### src/rtl/axis_switch_sequencer_if.sv
// AXI-Stream bundle (data, valid, ready) shared by the sequencer's slave and master sides.
// The master modport drives data and valid. The slave modport drives ready.
interface axis_switch_sequencer_if #(
  parameter int AXIS_TDATA_WIDTH = 32
);
  logic [AXIS_TDATA_WIDTH-1:0] tdata;
  logic                        tvalid;
  logic                        tready;

  modport master (output tdata, output tvalid, input  tready);
  modport slave  (input  tdata, input  tvalid, output tready);
endinterface

### src/rtl/axis_switch_sequencer.sv
// Applies half-swap requests to the downstream data switch only on block boundaries; zero-latency stream path.
// Backpressure passes straight through, and the stream is stalled for SETTLE_CYCLES after each swap.
// Optional: AXIS_SWITCH_SEQUENCER_COUNT_EN adds a 32-bit swap_count output.
module axis_switch_sequencer #(
  parameter int AXIS_TDATA_WIDTH = 32,
  parameter int CNT_WIDTH        = 16,
  parameter int SETTLE_CYCLES    = 2
) (
  input  logic                  aclk,
  input  logic                  aresetn,
  input  logic                  cfg_switch,
  input  logic [CNT_WIDTH-1:0]  cfg_length,
  output logic                  switch,
  output logic                  busy,
`ifdef AXIS_SWITCH_SEQUENCER_COUNT_EN
  output logic [31:0]           swap_count,
`endif
  axis_switch_sequencer_if.slave  s_axis,
  axis_switch_sequencer_if.master m_axis
);

  localparam int SCNT_W = (SETTLE_CYCLES > 1) ? $clog2(SETTLE_CYCLES) : 1;
  localparam logic [SCNT_W-1:0] SCNT_INIT =
    (SETTLE_CYCLES > 0) ? SCNT_W'(SETTLE_CYCLES - 1) : '0;

  typedef enum logic [1:0] {
    ST_RUN    = 2'd0,
    ST_PEND   = 2'd1,
    ST_SETTLE = 2'd2
  } state_t;

  state_t               state, state_nxt;
  logic [SCNT_W-1:0]    scnt, scnt_nxt;
  logic                 switch_nxt;
  logic [CNT_WIDTH-1:0] cnt;
  logic [CNT_WIDTH-1:0] len_m1;
  logic                 gate;
  logic                 beat;
  logic                 boundary;

  assign gate          = (state == ST_SETTLE);
  assign m_axis.tvalid = s_axis.tvalid & ~gate;
  assign s_axis.tready = m_axis.tready & ~gate;
  assign m_axis.tdata  = s_axis.tdata;

  assign beat = m_axis.tvalid & m_axis.tready;

  // Length is compared live. The >= comparison closes the block at once if the length shrinks below cnt.
  assign len_m1   = (cfg_length == '0) ? '0 : cfg_length - 1'b1;
  assign boundary = beat & (cnt >= len_m1);

  assign busy = (state != ST_RUN);

  always_ff @(posedge aclk or negedge aresetn) begin
    if (!aresetn) begin
      cnt <= '0;
    end else if (beat) begin
      cnt <= boundary ? '0 : cnt + 1'b1;
    end
  end

  always_comb begin
    state_nxt  = state;
    scnt_nxt   = scnt;
    switch_nxt = switch;
    case (state)
      ST_RUN: begin
        // A boundary in this same cycle is not used; the swap waits for the next boundary.
        if (cfg_switch != switch) state_nxt = ST_PEND;
      end
      ST_PEND: begin
        if (cfg_switch == switch) begin
          state_nxt = ST_RUN;
        end else if (boundary) begin
          switch_nxt = cfg_switch;
          if (SETTLE_CYCLES > 0) begin
            state_nxt = ST_SETTLE;
            scnt_nxt  = SCNT_INIT;
          end else begin
            state_nxt = ST_RUN;
          end
        end
      end
      ST_SETTLE: begin
        if (scnt == '0) state_nxt = ST_RUN;
        else            scnt_nxt  = scnt - 1'b1;
      end
      default: state_nxt = ST_RUN;
    endcase
  end

  always_ff @(posedge aclk or negedge aresetn) begin
    if (!aresetn) begin
      state  <= ST_RUN;
      scnt   <= '0;
      switch <= 1'b0;
    end else begin
      state  <= state_nxt;
      scnt   <= scnt_nxt;
      switch <= switch_nxt;
    end
  end

`ifdef AXIS_SWITCH_SEQUENCER_COUNT_EN
  always_ff @(posedge aclk or negedge aresetn) begin
    if (!aresetn) begin
      swap_count <= '0;
    end else if (switch_nxt != switch) begin
      swap_count <= swap_count + 32'd1;
    end
  end
`endif

endmodule

### src/flat_wrapper.sv
// flat-port wrapper written by rule: the top's interface ports become plain ports
module axis_switch_sequencer_flat 
#(
  parameter int AXIS_TDATA_WIDTH = 32,
  parameter int CNT_WIDTH        = 16,
  parameter int SETTLE_CYCLES    = 2
)
  (aclk, aresetn, cfg_switch, cfg_length, switch, busy, s_axis_tdata, s_axis_tvalid, s_axis_tready, m_axis_tdata, m_axis_tvalid, m_axis_tready);
  axis_switch_sequencer_if #(.AXIS_TDATA_WIDTH(AXIS_TDATA_WIDTH)) s_axis_i ();
  axis_switch_sequencer_if #(.AXIS_TDATA_WIDTH(AXIS_TDATA_WIDTH)) m_axis_i ();
  input  logic aclk;
  input  logic aresetn;
  input  logic cfg_switch;
  input  logic [CNT_WIDTH-1:0] cfg_length;
  output logic switch;
  output logic busy;
  input wire logic [$bits(s_axis_i.tdata)-1:0] s_axis_tdata;
  input wire logic [$bits(s_axis_i.tvalid)-1:0] s_axis_tvalid;
  output wire logic [$bits(s_axis_i.tready)-1:0] s_axis_tready;
  output wire logic [$bits(m_axis_i.tdata)-1:0] m_axis_tdata;
  output wire logic [$bits(m_axis_i.tvalid)-1:0] m_axis_tvalid;
  input wire logic [$bits(m_axis_i.tready)-1:0] m_axis_tready;
  assign s_axis_i.tdata = s_axis_tdata;
  assign s_axis_i.tvalid = s_axis_tvalid;
  assign s_axis_tready = s_axis_i.tready;
  assign m_axis_tdata = m_axis_i.tdata;
  assign m_axis_tvalid = m_axis_i.tvalid;
  assign m_axis_i.tready = m_axis_tready;
  axis_switch_sequencer #(.AXIS_TDATA_WIDTH(AXIS_TDATA_WIDTH), .CNT_WIDTH(CNT_WIDTH), .SETTLE_CYCLES(SETTLE_CYCLES)) u_core (.aclk(aclk), .aresetn(aresetn), .cfg_switch(cfg_switch), .cfg_length(cfg_length), .switch(switch), .busy(busy), .s_axis(s_axis_i), .m_axis(m_axis_i));
endmodule
### config.mk
export PLATFORM = sky130hd
export DESIGN_NAME = axis_switch_sequencer_flat
export DESIGN_NICKNAME = d
export VERILOG_FILES = /design/src/rtl/axis_switch_sequencer_if.sv /design/src/rtl/axis_switch_sequencer.sv /design/src/flat_wrapper.sv
export SDC_FILE = /design/constraint.sdc
export NUM_CORES = 1
export LEC_CHECK = 0
export ABC_CLOCK_PERIOD_IN_PS = 2400
export CORE_UTILIZATION = 35
export CTS_CLUSTER_DIAMETER = 150
export CTS_CLUSTER_SIZE = 40
export DETAILED_ROUTE_END_ITERATION = 16
export DONT_BUFFER_PORTS = 1
export PLACE_DENSITY = 0.51
export SYNTH_ARGS = -nofsm -noshare
export SYNTH_HDL_FRONTEND = slang
export SYNTH_SLANG_ARGS = --single-unit
### constraint.sdc
create_clock -name aclk -period 2.4 [get_ports aclk]
set_clock_uncertainty 0.1 [all_clocks]
set_input_delay 0.36 -clock aclk [delete_from_list [all_inputs] [get_ports aclk]]
set_output_delay 0.36 -clock aclk [all_outputs]
set_load 0.01 [all_outputs]
==> results of run 1 <==
==> kinds of logic (layout without fill, tap and decap cells) <==
group                      Yosys count  in the layout
DFF                                 20             20
adders and majority gates           22             22
and+or+nand+nor                    104            104
muxes                                2              2
buffers and inverters               49             39
AOI/OAI and AO/OA                   28             28
xor gates and xnor gates            26             26
==> area by class of cell <==
type	count	area share, %
repair buffers	24	8.592
inverters	11	1.794
well taps	72	3.915
flip-flops and latches	20	21.75
multi-input cells	182	60.85
clock buffers	3	1.794
clock inverters	1	1.305
==> placed cells by master (no fill, tap or decap), types with 2 or more instances in the layout <==
| cell type | netlist | final |
|---|---|---|
| nand3_1 | 12 | 12 |
| nand4_2 | 2 | 2 |
| xnor2_1 | 11 | 11 |
| clkbuf_8 | 0 | 3 |
| nor4_1 | 3 | 3 |
| ha_1 | 22 | 19 |
| nor4_2 | 2 | 2 |
| nand4_1 | 6 | 6 |
| o21ai_0 | 6 | 3 |
| a21o_1 | 3 | 3 |
| dfrtp_1 | 20 | 20 |
| o21ai_1 | 0 | 2 |
| buf_6 | 1 | 4 |
| nor4_4 | 2 | 2 |
| nor3_1 | 5 | 5 |
| inv_1 | 11 | 11 |
| and3_1 | 2 | 2 |
| nand2_1 | 31 | 30 |
| a21oi_1 | 7 | 6 |
| buf_4 | 32 | 19 |
| a31oi_1 | 2 | 2 |
| nand3b_1 | 2 | 2 |
| or2_2 | 2 | 2 |
| nor2_1 | 20 | 10 |
| nand2b_1 | 4 | 4 |
| xor2_1 | 15 | 15 |
| ha_4 | 0 | 3 |
| a2111o_1 | 2 | 2 |
| nor2b_1 | 4 | 4 |
| nor2_2 | 0 | 10 |
==> power groups by stage <==
stage,clock network (uW),registers (uW),logic [uW]
2_1_floorplan,0,467,367
3_3_place_gp,0,488,385
3_5_place_dp,0,489,393
4_1_cts,351,482,415
5_1_grt,366,494,475
6_report,342,484,413
==> through the flow <==
stage | instance area, sq um | setup WS (ps) | std cells | hold slack [ps]
2_1_floorplan | 2158 | -730.2 | 251 | -35.59
3_3_place_gp | 2112 | -895.6 | 304 | -35.07
3_5_place_dp | 2112 | -922.7 | 304 | -35.06
4_1_cts | 2261 | -616.5 | 311 | 146.4
5_1_grt | 2301 | -791.1 | 313 | 144.4
6_report | 2301 | -607.4 | 313 | 151.2
==> critical path, stage by stage <==
cell,delay [ps]
or4_4,580
nor4_4,340
nand2_1,130
xnor2_1,150
nand2_1,80
ha_1,320
nand4_2,150
nor4_2,190
a32oi_2,140
buf_6,150
a21oi_2,140
mux2_4,320
==> worst min path at each step <==
stage,cells past startpoint,startpoint,end,slack (ps)
finish,1,cfg_switch,u_core.switch,150
global route,1,cfg_switch,u_core.switch,140
CTS,1,cfg_switch,u_core.switch,150
detailed placement,0,aresetn,u_core.switch,-40
global placement,0,aresetn,u_core.scnt,-40
floorplan,0,aresetn,u_core.cnt[0],-40
==> per-layer routing <==
layer / share of wire [%] / GRT usage [%]
met1: 50 / 18.31
met2: 45 / 22.48
met3: 4.1 / 1.829
met4: 1.3 / 4.643
met5: 0 / 0
==> flip-flops by register name, indices dropped and copies added, names as in the netlist <==
register,cells
u_core.cnt,16
u_core.state,2
u_core.scnt,1
u_core.switch,1
==> timing repair <==
| action | in CTS | in global routing |
|---|---|---|
| hold buffers | 1 | 0 |
| endpoints found under the setup margin | 20 | 20 |
| buffers inserted | 1 | 2 |
| resized for setup | 14 | 10 |
| hold endpoints to repair | 20 | 0 |
| cloned | 1 | 0 |
| pin swaps | 10 | 6 |
==> metrics.txt, run 1 <==
outcome=finished, violations left; failing checks=negative setup slack; final WL=4312 um; async set-or-reset flop fraction in the synthesized netlist=100.0%; Reg2Reg Launch Point=u_core.state[0]; GRT Total Usage=a little over an eighth; via density per instance=a little over 5; Setup crit end kind=register; final net count=317; first-pass GRT wire length=6900 um; HP Class=input pin to register; dominant synthesized flop cell=dfrtp_1; relative slew slack=a little under two fifths; post-synth top area share=23.60%; initial core utilization=37.37%; final hold violation count=0; Setup TNS Final=-10160 ps; PnR worst setup slack=-607.4 ps; XOR/XNOR Fraction of Synth Area=10.74%; antenna-violating nets left=0; initial antenna violation count=0; syn_nets=roughly 330; Cells after Synth=251; FF/Latch Area=500.5 sq um; worst slew pin tran=925.7 ps; Flop pwr share=39.1%; dpl hpwl=3348 um; core area=5675 sq um; Max FO, Critical Path=6; Combinational Power Share=33.4%; Peak Freq=332.5 MHz; mux cell area share after synthesis=1.180%; Power Total=1239 uW; max_cap viols=0; post-synthesis adder-cell area fraction=12.98%; r2r setup slk=between 150 and 200 ps; area of the multi-input gates=1400 sq um; max-slew violations=0; Clock Latency Late Sink=between 200 and 300 ps; Worst EP arrival=3060 ps; Final Wtd Congestion=slightly above 0.8; number of global-route vias before repair=1458; syn_area_per_cell=8.449 sq um; post-synthesis compound-gate area fraction=9.735%; CP Launch Point=cfg_length[5]; clock sinks=20; diodes inserted=0; number of flops mapped to enable cells by yosys=0; row count=27; minimum clock period=roughly 3000 ps; num ports=89; H-tree depth=1; total CTS buffers=3; switching share of power=between 30 and 40%; sequential-to-total area share from yosys stat=23.60%; Die Width=around 80 um; DR WL/cell=13.78 um; worst r2r dst=u_core.cnt[15]; vias post-DR=1594; top-count cell post-synth=buf_4; setup violators final=20; Worst Setup Start Kind=input pin; crit path capture=u_core.switch; period utilization=125.3%; Worst VDD drop=0.4725 mV; area grow syn2layout=8.496%; fraction of layout cells with a size suffix above 1=24.48%; Reg clk slew, reported paths=80 ps; Yosys warning count=0; Synth Area in Simple Gates=26.96%; CP Class=input pin to register; DRC viols=0; Die H=79.84 um; most area-hungry cell type in the Yosys netlist=dfrtp_1; Leak=0.001023 uW; Net Switching=~420 uW; largest family of logic cells by synthesized area=simple AND/OR/NAND/NOR gates; clock share of power=27.6%; cell internal pwr=~800 uW; # fillers=between 500 and 600; grt ovf=0; largest cells by area after synthesis=dfrtp_1 24%, ha_1 13%, buf_4 11%; Buffers on Ports=0; DRT Pass-1 Iters=4; 1st-iter DRT viols=28; Max clock buf depth=2; Mapped Area=between 2000 and 2500 sq um; Post-synth top cells=32 x buf_4, 31 x nand2_1, 22 x ha_1, 20 x dfrtp_1, 20 x nor2_1; RSZ-0062 raised after global routing=true; CTS Root Buffer Type=clkbuf_8; PD cells=approximately 540 nW/um^2; Req. time, crit path=roughly 2500 ps; Worst Reg2Reg Path Length in Cells=7; Synth cell types=between 40 and 50; Seq cells post-synth=20; Finished Core Util=40.54%; die area=6374 sq um; CTS tree=yes; pin count of the biggest net entering global routing=21
Power figures use the tool's default switching activity.
==> run 2, diff against run 1 <==
SLEW_MARGIN = 20   (was unset)
==> results of run 2 <==
No change in the layout: final DEF, timing and power equal those of run 1.
